[config.mk]
export PLATFORM = sky130hd
export DESIGN_NAME = mux_arbiter
export DESIGN_NICKNAME = d
export VERILOG_FILES = /design/src/rtl/mux_arbiter.sv
export SDC_FILE = /design/constraint.sdc
export NUM_CORES = 1
export LEC_CHECK = 0
export CORE_ASPECT_RATIO = 0.75
export CORE_MARGIN = 5
export CORE_UTILIZATION = 50
export CTS_BUF_LIST = sky130_fd_sc_hd__clkbuf_4 sky130_fd_sc_hd__clkbuf_8
export DETAILED_ROUTE_END_ITERATION = 7
export PLACE_DENSITY = 0.72
export REMOVE_ABC_BUFFERS = 1
export SLEW_MARGIN = 20
export SYNTH_ARGS = -nofsm -noshare
export SYNTH_HDL_FRONTEND = slang
export SYNTH_SLANG_ARGS = --single-unit
export TNS_END_PERCENT = 50
[constraint.sdc]
create_clock -name clk -period 3.35 [get_ports clk]
set_clock_uncertainty 0.05 [all_clocks]
set_input_delay 0.67 -clock clk [delete_from_list [all_inputs] [get_ports clk]]
set_output_delay 0.67 -clock clk [all_outputs]
set_load 0.005 [all_outputs]
[src/rtl/mux_arbiter.sv]
// Four-input round-robin arbiter with a registered one-hot grant, a data mux driven by
// the grant owner, and forced release after MAX_HOLD cycles when another requester waits.
module mux_arbiter #(
  parameter int WIDTH    = 1,
  parameter int MAX_HOLD = 8
) (
  input  logic             clk,
  input  logic             rst_n,
  input  logic [3:0]       req,
  input  logic [WIDTH-1:0] in0,
  input  logic [WIDTH-1:0] in1,
  input  logic [WIDTH-1:0] in2,
  input  logic [WIDTH-1:0] in3,
  output logic [3:0]       gnt,
  output logic [1:0]       sel,
  output logic             valid,
  output logic [WIDTH-1:0] out,
  output logic             preempt
);

  typedef enum logic {IDLE = 1'b0, GRANT = 1'b1} state_t;

  state_t     state_reg, state_next;
  logic [1:0] ptr_reg, ptr_next;
  logic [1:0] sel_reg, sel_next;
  logic [3:0] gnt_reg, gnt_next;
  logic [7:0] hold_reg, hold_next;
  logic       preempt_reg, preempt_next;

  logic [3:0] rot_req;
  logic [1:0] first_off;
  logic [1:0] pick;
  logic       hold_max;
  logic       others_pending;

  // Rotate the request vector so that bit 0 is always the highest-priority requester.
  generate
    for (genvar gi = 0; gi < 4; gi++) begin : g_rot
      assign rot_req[gi] = req[ptr_reg + 2'(gi)];
    end
  endgenerate

  always_comb begin
    first_off = 2'd0;
    for (int k = 3; k >= 0; k--) begin
      if (rot_req[k]) first_off = 2'(k);
    end
  end

  assign pick           = ptr_reg + first_off;
  assign hold_max       = (hold_reg == 8'(MAX_HOLD));
  assign others_pending = |(req & ~(4'b0001 << sel_reg));

  always_ff @(posedge clk or negedge rst_n) begin
    if (!rst_n) begin
      state_reg   <= IDLE;
      ptr_reg     <= 2'd0;
      sel_reg     <= 2'd0;
      gnt_reg     <= 4'd0;
      hold_reg    <= 8'd0;
      preempt_reg <= 1'b0;
    end else begin
      state_reg   <= state_next;
      ptr_reg     <= ptr_next;
      sel_reg     <= sel_next;
      gnt_reg     <= gnt_next;
      hold_reg    <= hold_next;
      preempt_reg <= preempt_next;
    end
  end

  always_comb begin
    state_next   = state_reg;
    ptr_next     = ptr_reg;
    sel_next     = sel_reg;
    gnt_next     = gnt_reg;
    hold_next    = hold_reg;
    preempt_next = 1'b0;
    case (state_reg)
      IDLE: begin
        gnt_next  = 4'd0;
        hold_next = 8'd0;
        if (|req) begin
          state_next = GRANT;
          sel_next   = pick;
          gnt_next   = 4'b0001 << pick;
          hold_next  = 8'd1;
        end
      end
      GRANT: begin
        if (!req[sel_reg] || (hold_max && others_pending)) begin
          // Every release passes through IDLE, guaranteeing a gap before the next grant.
          state_next   = IDLE;
          gnt_next     = 4'd0;
          hold_next    = 8'd0;
          ptr_next     = sel_reg + 2'd1;
          preempt_next = req[sel_reg];
        end else if (!hold_max) begin
          hold_next = hold_reg + 8'd1;
        end
      end
      default: state_next = IDLE;
    endcase
  end

  assign gnt     = gnt_reg;
  assign sel     = sel_reg;
  assign valid   = (state_reg == GRANT);
  assign preempt = preempt_reg;

  always_comb begin
    out = '0;
    if (valid) begin
      case (sel_reg)
        2'd0:    out = in0;
        2'd1:    out = in1;
        2'd2:    out = in2;
        default: out = in3;
      endcase
    end
  end

endmodule

==> impl_metrics.toml, run 1 <==
[routing]
remaining_drc_errors = 0
vias = 894
dr.pass1.iters = 4
drt_wl_total_mm = 2.299
wl_per_cell_microns = 14.83
drt_iter0_drc = 29
ant_nets = 0
via_per_inst = 5.768

[synthesis]
yosysWarnings = 0
syn_area_per_cell_sq_um = 10.09
ys_seq_elements = 18
async_flop_share = 1.000
synth_area_sq_um = 1140
syn_inst = 113
ys.flop_type = "dfrtp_1"
ys_types = 40
synth_edf_count = 0
synth.yosys.seq_area_share = 0.3952

[sta]
period_share = 0.8481
timing.hold.ws_ns = 0.4586
min_period_ns = 2.841
drv_slew = 0
grt_setup_unrepaired = "false"
finalHoldViolCount = 0
setup-tns-final_ns = 0
setup_ws_ns = 0.5087
setup_viol = 0
fmax_mhz = 352.0
slew_headroom = 0.4665
worst_pin_slew_ns = 0.7977

[power]
netSwitchingPower_uw = 393.3
powerDensity_nw_per_um2 = 725.9
peakVddDrop_uv = 465.5
sequentialPowerShare = 0.370
finalPower_uw = 980.9
p_leak_nw = 0.5766
clkPwrFrac = 0.112
pwr-share-comb = 0.518
swShare = 0.4010
power.internal_uw = 587.6

[placed_design]
place.gp.congestion = 0.7805
place_area_sq_um = 1329
dpl.hpwl_mm = 1.712
io_buffers = 18
post-place-ws_ns = 0.4342
placed_cells = 152

[clock_tree]
clkSlewWorstSetupHoldPaths_ns = 0.09
cts_sinks = 18
hold_buffers = 0
cts_resized = 0
cts_tree = "yes"
root_buffer = "clkbuf_4"
cts_buffers = 3
htree_levels = 1
cts_max_path_buffers = 2
clock_latency_ns = 0.30
postCtsSetupRepairBufs = 0

[global_route]
grt_pass1_wl_mm = 3.974
grt_pass1_vias = 825
grt_use_total = 0.1579
grt_max_degree = 19
antenna_found_initial = 0
gr-total-overflow = 0

[final_layout]
fin_util = 0.6050
multi_input_area_sq_um = 636.9
nNetsFinal = 149
fill_cells = 178
final_cell_mix = "18 x dfrtp_1, 18 x clkdlybuf4s50_1, 10 x nor2_1"
design_area_sq_um = 1351
area_delta_synth_final_pct = 18.55
register_area_sq_um = 450.4
antenna_cells = 0
largest_register_ff_count = 8
final_cells = 155
drive_gt1_frac = 0.09231

[setup_path]
endpoint_kind = "output port"
critPathKind = "flop to output port"
required_ns = 2.63
start_kind = "flop"
arrival_ns = 2.12
worstPathMaxFanout = 5

[floorplan]
die_y_microns = 51.35
row_count = 15
die_area_sq_um = 3344
initial_core_util = 0.5104
io_pins = 19
core-area_sq_um = 2233
die_w_microns = 65.13

[run]
maxCapViolCount = 0

[outcome]
outcome = "complete, no violations"

[min_path]
hp-class = "flop to flop"
==> cell families (layout without fill, tap and decap cells) <==
kind of cell,Yosys count,count (layout),share of synthesized area
compound gates,24,24,0.1713
xor+xnor,7,7,0.05379
fa+ha+maj,7,7,0.07684
buf+inv,12,29,0.04610
flops,18,18,0.3952
mux,5,5,0.05927
simple gates,40,40,0.1976
==> worst paths after layout <==
check	start	endpoint	slack (ns)	cells past startpoint
setup / recovery	sel[0]	out	0.51	6
hold / removal	gnt[0]	gnt[0]	0.46	1
setup reg to reg	ptr_reg[1]	sel[1]	1.24	7
hold reg to reg	gnt[0]	gnt[0]	0.46	1
max in group asynchronous	rst_n	hold_reg[1]	1.99	1
min in group asynchronous	rst_n	hold_reg[4]	0.77	1
==> power groups by stage <==
stage	sequential (mW)	combinational, mW	clock, mW
floorplan	0.348	0.348	0
global placement	0.365	0.502	0
detailed placement	0.365	0.510	0
CTS	0.361	0.514	0.116
global route	0.378	0.568	0.126
finish	0.363	0.508	0.110
==> synth_stat cells, types with 3 or more instances <==
library cell / n / area share
dfrtp_1: 18 / 0.40
nor2_1: 10 / 0.033
nand2_1: 9 / 0.030
inv_1: 8 / 0.026
ha_1: 7 / 0.077
nand3_1: 6 / 0.026
a21oi_1: 4 / 0.018
o21ai_0: 4 / 0.018
xor2_1: 4 / 0.031
buf_2: 3 / 0.013
nand2b_1: 3 / 0.016
xnor2_1: 3 / 0.023
==> layer usage <==
metal | share of wire | vias to the layer above | global-route usage
met5 | 0 | - | 0
met4 | 0.017 | 0 | 0.06207
met3 | 0.076 | 4 | 0.05714
met2 | 0.39 | 29 | 0.2054
met1 | 0.51 | 421 | 0.2326
li1 | - | 440 | -
==> cell type report <==
| type | instances | area share |
|---|---|---|
| clock buffer | 3 | 0.01667 |
| multi-input combinational | 83 | 0.4713 |
| sequential | 18 | 0.3333 |
| inverter | 8 | 0.02222 |
| timing repair buffer | 18 | 0.1333 |
| tap | 25 | 0.02315 |
==> worst max-delay path, cell delays in order, from the launching register on <==
cell	delay [ns]
dfrtp_1	0.46
inv_1	0.13
ha_1	0.23
a222oi_1	0.29
o21ai_0	0.11
and2_1	0.15
clkdlybuf4s50_1	0.44
No activity file was read; power rests on OpenSTA's default activity.
==> run 2: changes to the inputs <==
clock period = 2.8 ns   (was 3.35 ns; I/O delays follow)
==> run 2 against run 1 <==
  * Final area grew 1.8%
  * Power is 20% higher
  * Die area did not move
  * Critical path depth unchanged
  * Count of clock-buffer cells in the layout is the same
  * Cell count increased by 1.9%
  * Wire length grew 8.2%
  * Non-clock buffer count up 3
  * Utilization grew 1.1 points
  * Via count increased by 4.8%
  * Setup slack worse by 0.35 ns
  * Critical endpoint unchanged
  * Largest cell class unchanged
  * Highest routed layer unchanged
==> impl_metrics.toml, run 2 (synthesis results as in run 1) <==
[outcome]
outcome = "complete, no violations"

[placed_design]
dpl.hpwl_mm = 1.956
place_area_sq_um = 1351
post-place-ws_ns = 0.02688
place.gp.congestion = 0.7533
io_buffers = 18

[sta]
worst_pin_slew_ns = 0.7724
drv_slew = 0
slew_headroom = 0.4835
grt_setup_unrepaired = "false"
min_period_ns = 2.642
setup_ws_ns = 0.1579
period_share = 0.9436
finalHoldViolCount = 0
fmax_mhz = 378.5
setup-tns-final_ns = 0
setup_viol = 0

[min_path]
hp-class = "flop to flop"

[final_layout]
largest_register_ff_count = 8
final_common_cell = "clkdlybuf4s50_1"
antenna_cells = 0
nNetsFinal = 152
final_cell_mix = "18 x clkdlybuf4s50_1, 17 x dfrtp_1, 10 x nor2_1"
design_area_sq_um = 1375
fin_util = 0.6157
drive_gt1_frac = 0.1203
area_delta_synth_final_pct = 20.64

[floorplan]
initial_core_util = 0.5104
die_y_microns = 51.35
die_area_sq_um = 3344
row_count = 15
io_pins = 19
core-area_sq_um = 2233
die_w_microns = 65.13

[clock_tree]
clkSlewWorstSetupHoldPaths_ns = 0.09
cts_max_path_buffers = 2
cts_sinks = 18
root_buffer = "clkbuf_4"
cts_buffers = 3
cts_tree = "yes"
htree_levels = 1
clock_latency_ns = 0.29

[power]
powerDensity_nw_per_um2 = 859.2
p_leak_nw = 0.5899
peakVddDrop_uv = 568.7
finalPower_mw = 1.181

[setup_path]
arrival_ns = 2.03
worstPathMaxFanout = 6
required_ns = 2.19
critPathKind = "flop to output port"
start_kind = "flop"
endpoint_kind = "output port"

[global_route]
grt_use_total = 0.1811
antenna_found_initial = 0
gr-total-overflow = 0
grt_max_degree = 19
grt_pass1_wl_mm = 4.602
grt_pass1_vias = 974

[routing]
drt_iter0_drc = 54
ant_nets = 0
remaining_drc_errors = 0
drt_wl_total_mm = 2.487
wl_per_cell_microns = 15.74
dr.pass1.iters = 4
via_per_inst = 5.930
vias = 937

[run]
maxCapViolCount = 0
[run 2: cell type report]
class / instances / area, sq um
fill: 187 / 858.3
inverter: 8 / 30.03
multi-input combinational: 83 / 636.9
sequential: 18 / 451.7
timing repair buffer: 21 / 202.7
tap: 25 / 31.28
clock buffer: 3 / 22.52
[run 2: critical path, stage by stage, from the launching register on]
cell             delay [ns]
dfrtp_1                0.46
inv_1                  0.10
ha_1                   0.20
a222oi_1               0.29
o21ai_0                0.11
and2_1                 0.16
clkdlybuf4s50_1        0.43
[run 2: final timing paths]
path	startpoint	to	slack, ns	depth (start not counted)
min in group asynchronous	rst_n	preempt	0.66	1
max in group asynchronous	rst_n	sel[0]	1.50	1
worst min-delay path	gnt[2]	gnt[2]	0.46	1
worst max register to register	ptr_reg[1]	sel[1]	0.64	7
worst max-delay path	sel[1]	out	0.16	6
worst min register to register	gnt[2]	gnt[2]	0.46	1
[run 2: repair_timing]
action,4_1_cts,5_1_grt
resized for setup,0,1
endpoints found under the setup margin,0,1
hold buffers,0,0
buffers inserted,0,0
[run 2: where the power goes]
part	switching, mW	internal [mW]
registers	0.104	0.334
logic	0.298	0.323
clock network	0.0733	0.0500
[run 2: metal layers]
layer | part of all wire | track usage
met1 | 0.49 | 0.2497
met2 | 0.45 | 0.2767
met3 | 0.061 | 0.05934
met4 | 0.0048 | 0.04138
met5 | 0 | 0
[run 2: metrics by stage]
step / hold slack (ns) / cells
floorplan: 0.2144 / 109
global placement: 0.4244 / 155
detailed placement: 0.4299 / 155
CTS: 0.4612 / 158
global route: 0.4776 / 158
finish: 0.4571 / 158
==> RTL edit 1: new RTL, config.mk and constraints of run 2 <==
Change the parameter `MAX_HOLD` from 8 to 6.
--- a/src/rtl/mux_arbiter.sv
+++ b/src/rtl/mux_arbiter.sv
@@ -2,7 +2,7 @@
 // the grant owner, and forced release after MAX_HOLD cycles when another requester waits.
 module mux_arbiter #(
   parameter int WIDTH    = 1,
-  parameter int MAX_HOLD = 8
+  parameter int MAX_HOLD = 6
 ) (
   input  logic             clk,
   input  logic             rst_n,
Formal check against the unedited RTL: not equivalent (Yosys sat finds a counterexample within 10 cycles, from zero or initial values and one cycle with rst_n low).
==> RTL edit 1 against run 2 <==
- via count down 0.53%
- cell area decreased by 1.2%
- setup slack worse by 0.058 ns
- sequential cell count did not move
- combinational power rose by 2%
- critical path type unchanged
- area after synthesis is 2.5% lower
- register-to-register slack lost 0.03 ns
- synthesized cell count fell by 0.88%
- core utilization up 4.2 points
- count of clock-buffer cells in the layout unchanged
- largest power group unchanged
- clock power increased by 5%
- power rose by 2.4%
- routed wire length is 2.4% higher
==> RTL edit 1: results <==
[outcome]
status = "finished clean"

[synth]
synthMuxAreaShare = 0.05068
synth_compound_area_frac = 0.1802
ys_top_cells_by_area = "dfrtp_1, ha_1, nor2_1, mux2_2, o21ai_0"
yosysSeqAreaShare = 0.4054
synth_common_cells = "dfrtp_1, nor2_1, ha_1, inv_1, nand2_1"
synth-xor-area-share = 0.03941
post_synth_fa_ha_maj_area_fraction = 0.07883
ys_types = 43
yosys_warnings = 0

[critical_path]
worstPathMaxFanout = 5
max_stage_delay_ns = 0.44
r2r_start = "ptr_reg[1]"
regToRegEndpoint = "sel[1]"
rr_worst_depth = 7
crit_slowest_cell = "clkdlybuf4s50_1"
crit_start = "sel[0]"
rrSetupSlack_ns = 0.61

[drt]
vias = 932
drt_pass1_iterations = 4
drt_iter0_drc = 50
drt_wl_total_mm = 2.547

[grt]
grt_usage = 0.1658
antenna_found_initial = 0
grt_pass1_vias = 875
grt_max_degree = 19
grt_pass1_wl_mm = 4.119

[worst_hold_path]
min_from = "gnt[1]"

[placement]
dp_hpwl_mm = 1.903
portBuffers = 18
place_congestion = 0.8089

[pwr]
leakage_nw = 0.5854
ir_drop_v = 0.0004147

[layout]
nets = 153
drive_gt1_frac = 0.1343
antenna-diode-count = 0
largest_reg_flops = 8

[clock_tree]
cts_root_buffer = "clkbuf_4"
clkLatencyLatePin_ns = 0.30
htree_levels = 1

[timing]
finalSetupViolCount = 0
slew_headroom = 0.4591
[RTL edit 1: through the flow]
| stage | instance area (um2) | worst slack (ns) | hold WS, ns | cells |
|---|---|---|---|---|
| final | 1359 | 0.09985 | 0.4541 | 158 |
| after detailed placement | 1326 | 0.1306 | 0.4320 | 154 |
| after CTS | 1350 | 0.05271 | 0.4602 | 157 |
| after global placement | 1326 | 0.1938 | 0.4348 | 154 |
| after global routing | 1359 | 0.01629 | 0.4968 | 158 |
| after floorplan | 1086 | 0.7901 | 0.2144 | 108 |
[RTL edit 1: worst max-delay path, delay by kind of cell (launching register included)]
kind | cells | cell delay (ns)
AOI/OAI and AO/OA | 2 | 0.46
and+or+nand+nor | 2 | 0.13
adders and majority gates | 1 | 0.23
DFF | 1 | 0.42
buffers and inverters | 2 | 0.54
[RTL edit 1: kinds of logic after synthesis]
| logic type | Yosys count |
|---|---|
| XOR/XNOR | 5 |
| multiplexers | 4 |
| AO/OA/AOI/OAI | 27 |
| flip-flops | 18 |
| AND/OR/NAND/NOR | 40 |
| buffers and inverters | 11 |
| adder cells (fa/ha/maj) | 7 |
[RTL edit 1: report_power, final]
| group | leakage, nW | switching, mW | internal (mW) |
|---|---|---|---|
| clock | 0.0138 | 0.0790 | 0.0502 |
| combinational | 0.339 | 0.297 | 0.336 |
| sequential | 0.232 | 0.113 | 0.336 |
| total | 0.585 | 0.489 | 0.722 |
[RTL edit 1: area by class of cell]
class                           count  area (um2)
Tap cell                           24       30.03
Fill cell                         184       708.2
Sequential cell                    18       452.9
Clock buffer                        3       22.52
Timing Repair Buffer               23       217.7
Multi-Input combinational cell     83       609.3
Inverter                            7       26.28
[RTL edit 1: worst min-delay path by stage]
stage	end	depth (start not counted)	slack, ns
global route	gnt[1]	1	0.50
floorplan	gnt[0]	0	0.21
CTS	gnt[1]	1	0.46
global placement	gnt[1]	1	0.43
finish	gnt[1]	1	0.45
detailed placement	gnt[1]	1	0.43
[RTL edit 1: timing repair]
item | in CTS | in global routing
setup endpoints to repair | 1 | 1
buffers inserted | 0 | 1
gates resized for setup | 1 | 1
hold endpoints to repair | 0 | 0
[RTL edit 1: metal layers]
metal | part of all wire | wire, um | global-route usage | vias up
li1 | - | - | - | 453
met1 | 0.52 | 1322 | 0.2355 | 450
met2 | 0.42 | 1077 | 0.2329 | 24
met3 | 0.045 | 115 | 0.05482 | 5
met4 | 0.012 | 31 | 0.06667 | 0
met5 | 0 | 0 | 0 | -
==> RTL edit 2: new RTL, flow settings as in run 2 <==
Without the edit above. `hold_reg` no longer has a reset.
--- a/src/rtl/mux_arbiter.sv
+++ b/src/rtl/mux_arbiter.sv
@@ -57,16 +57,18 @@
       ptr_reg     <= 2'd0;
       sel_reg     <= 2'd0;
       gnt_reg     <= 4'd0;
-      hold_reg    <= 8'd0;
       preempt_reg <= 1'b0;
     end else begin
       state_reg   <= state_next;
       ptr_reg     <= ptr_next;
       sel_reg     <= sel_next;
       gnt_reg     <= gnt_next;
-      hold_reg    <= hold_next;
       preempt_reg <= preempt_next;
     end
+  end
+
+  always_ff @(posedge clk) begin
+    hold_reg <= hold_next;
   end
 
   always_comb begin
Behaviour: same outputs for any inputs over 10 cycles, from zero or initial values and one cycle with rst_n low; that may be too few to reach the edited logic, so the function may still have changed.
==> RTL edit 2 against run 2 <==
- non-clock buffer count fell by 3
- hold slack better by 0.00067 ns
- cell area is 2.5% lower
- setup slack worse by 0.026 ns
- routed wire length shrank 6.8%
- count of clock-buffer cells in the layout is the same
- core utilization increased by 3.8 points
- area after synthesis down 3.0%
- sequential cell count did not move
- power grew 0.36%
- critical path depth did not move
- critical path type unchanged
- largest power group unchanged
==> RTL edit 2: results <==
[pwr]
p_int_uw = 713.5
leakage_nw = 0.5572
pg_seq_uw = 460
powerDensity_nw_per_um2 = 884.8
design_power_total_mw = 1.186
pwr-share-clk = 0.109
ir_drop_v = 0.0006270

[grt]
grt_pass1_wl_mm = 4.036
grt_usage = 0.1591
grt_util_met3 = 0.05804
use_met2 = 0.1871
grt_pass1_vias = 816
grt_util_met1 = 0.2569
grt_max_degree = 11

[placement]
place_area_um2 = 1313
place_congestion = 0.8703
portBuffers = 18
pre_cts_ws_ns = 0.1027
dp_hpwl_mm = 1.789

[synth]
ys_types = 35
synthArstFlopShare = 0.5556
synth_edf_count = 8
yosysSeqAreaShare = 0.4434
synth_common_cells = "dfrtp_1, nand2_1, nor2_1"
ys_top_cells_by_area = "dfrtp_1, edfxtp_1, ha_1, xor2_1, nand2_1"
syn_inst = 107

[drt]
drt_iter0_drc = 30
wl_met1_mm = 1.278
met2WireLength_um = 853
dr_wl_met3_um = 155
vias = 856
drt_wl_total_mm = 2.317
via_per_inst = 5.632
ant_nets = 0
drt_pass1_iterations = 4

[layout]
nets = 146
clkCellAreaFrac = 0.01961
n_all_inverters = 9
syn_to_final_growth_pct = 21.15
drive_gt1_frac = 0.09375
multi_input_cells = 79
buf_share = 0.1345
multiInputGateArea_um2 = 578.1
fill_cells = 190
n_all_buffers = 18
seq_share = 0.3669

[clock_tree]
cts_made_buffers = 3
htree_levels = 1
clockBufferDepth = 2

[outcome]
status = "finished clean"

[critical_path]
max_stage_delay_ns = 0.44
crit_family = "buffers and inverters"
cp.arrival_ns = 2.06
worstPathMaxFanout = 5
crit_slowest_cell = "clkdlybuf4s50_1"

[worst_hold_path]
hold_class = "reg -> reg"

[timing]
slew_headroom = 0.6930
## RTL edit 2: repair_timing
action                     in CTS  in global routing
gates resized for setup         0                  1
setup endpoints to repair       0                  1
hold buffers                    0                  0
setup buffers                   0                  0
## RTL edit 2: cell families after synthesis
logic type               share of synthesized area
XOR/XNOR                                   0.06335
AO/OA/AOI/OAI                               0.1561
AND/OR/NAND/NOR                             0.1731
flip-flops                                  0.4434
multiplexers                               0.05090
adder cells (fa/ha/maj)                    0.07918
buffers and inverters                      0.03393
## RTL edit 2: final timing paths
path                              from     endpoint  slack (ns)  cells past startpoint
min                             gnt[1]       gnt[1]        0.46                      1
max in group asynchronous        rst_n       sel[1]        1.84                      1
max reg2reg                hold_reg[0]  hold_reg[3]        0.31                      7
min in group asynchronous        rst_n       gnt[3]        0.52                      1
max                             sel[0]          out        0.13                      6
min reg2reg                     gnt[1]       gnt[1]        0.46                      1
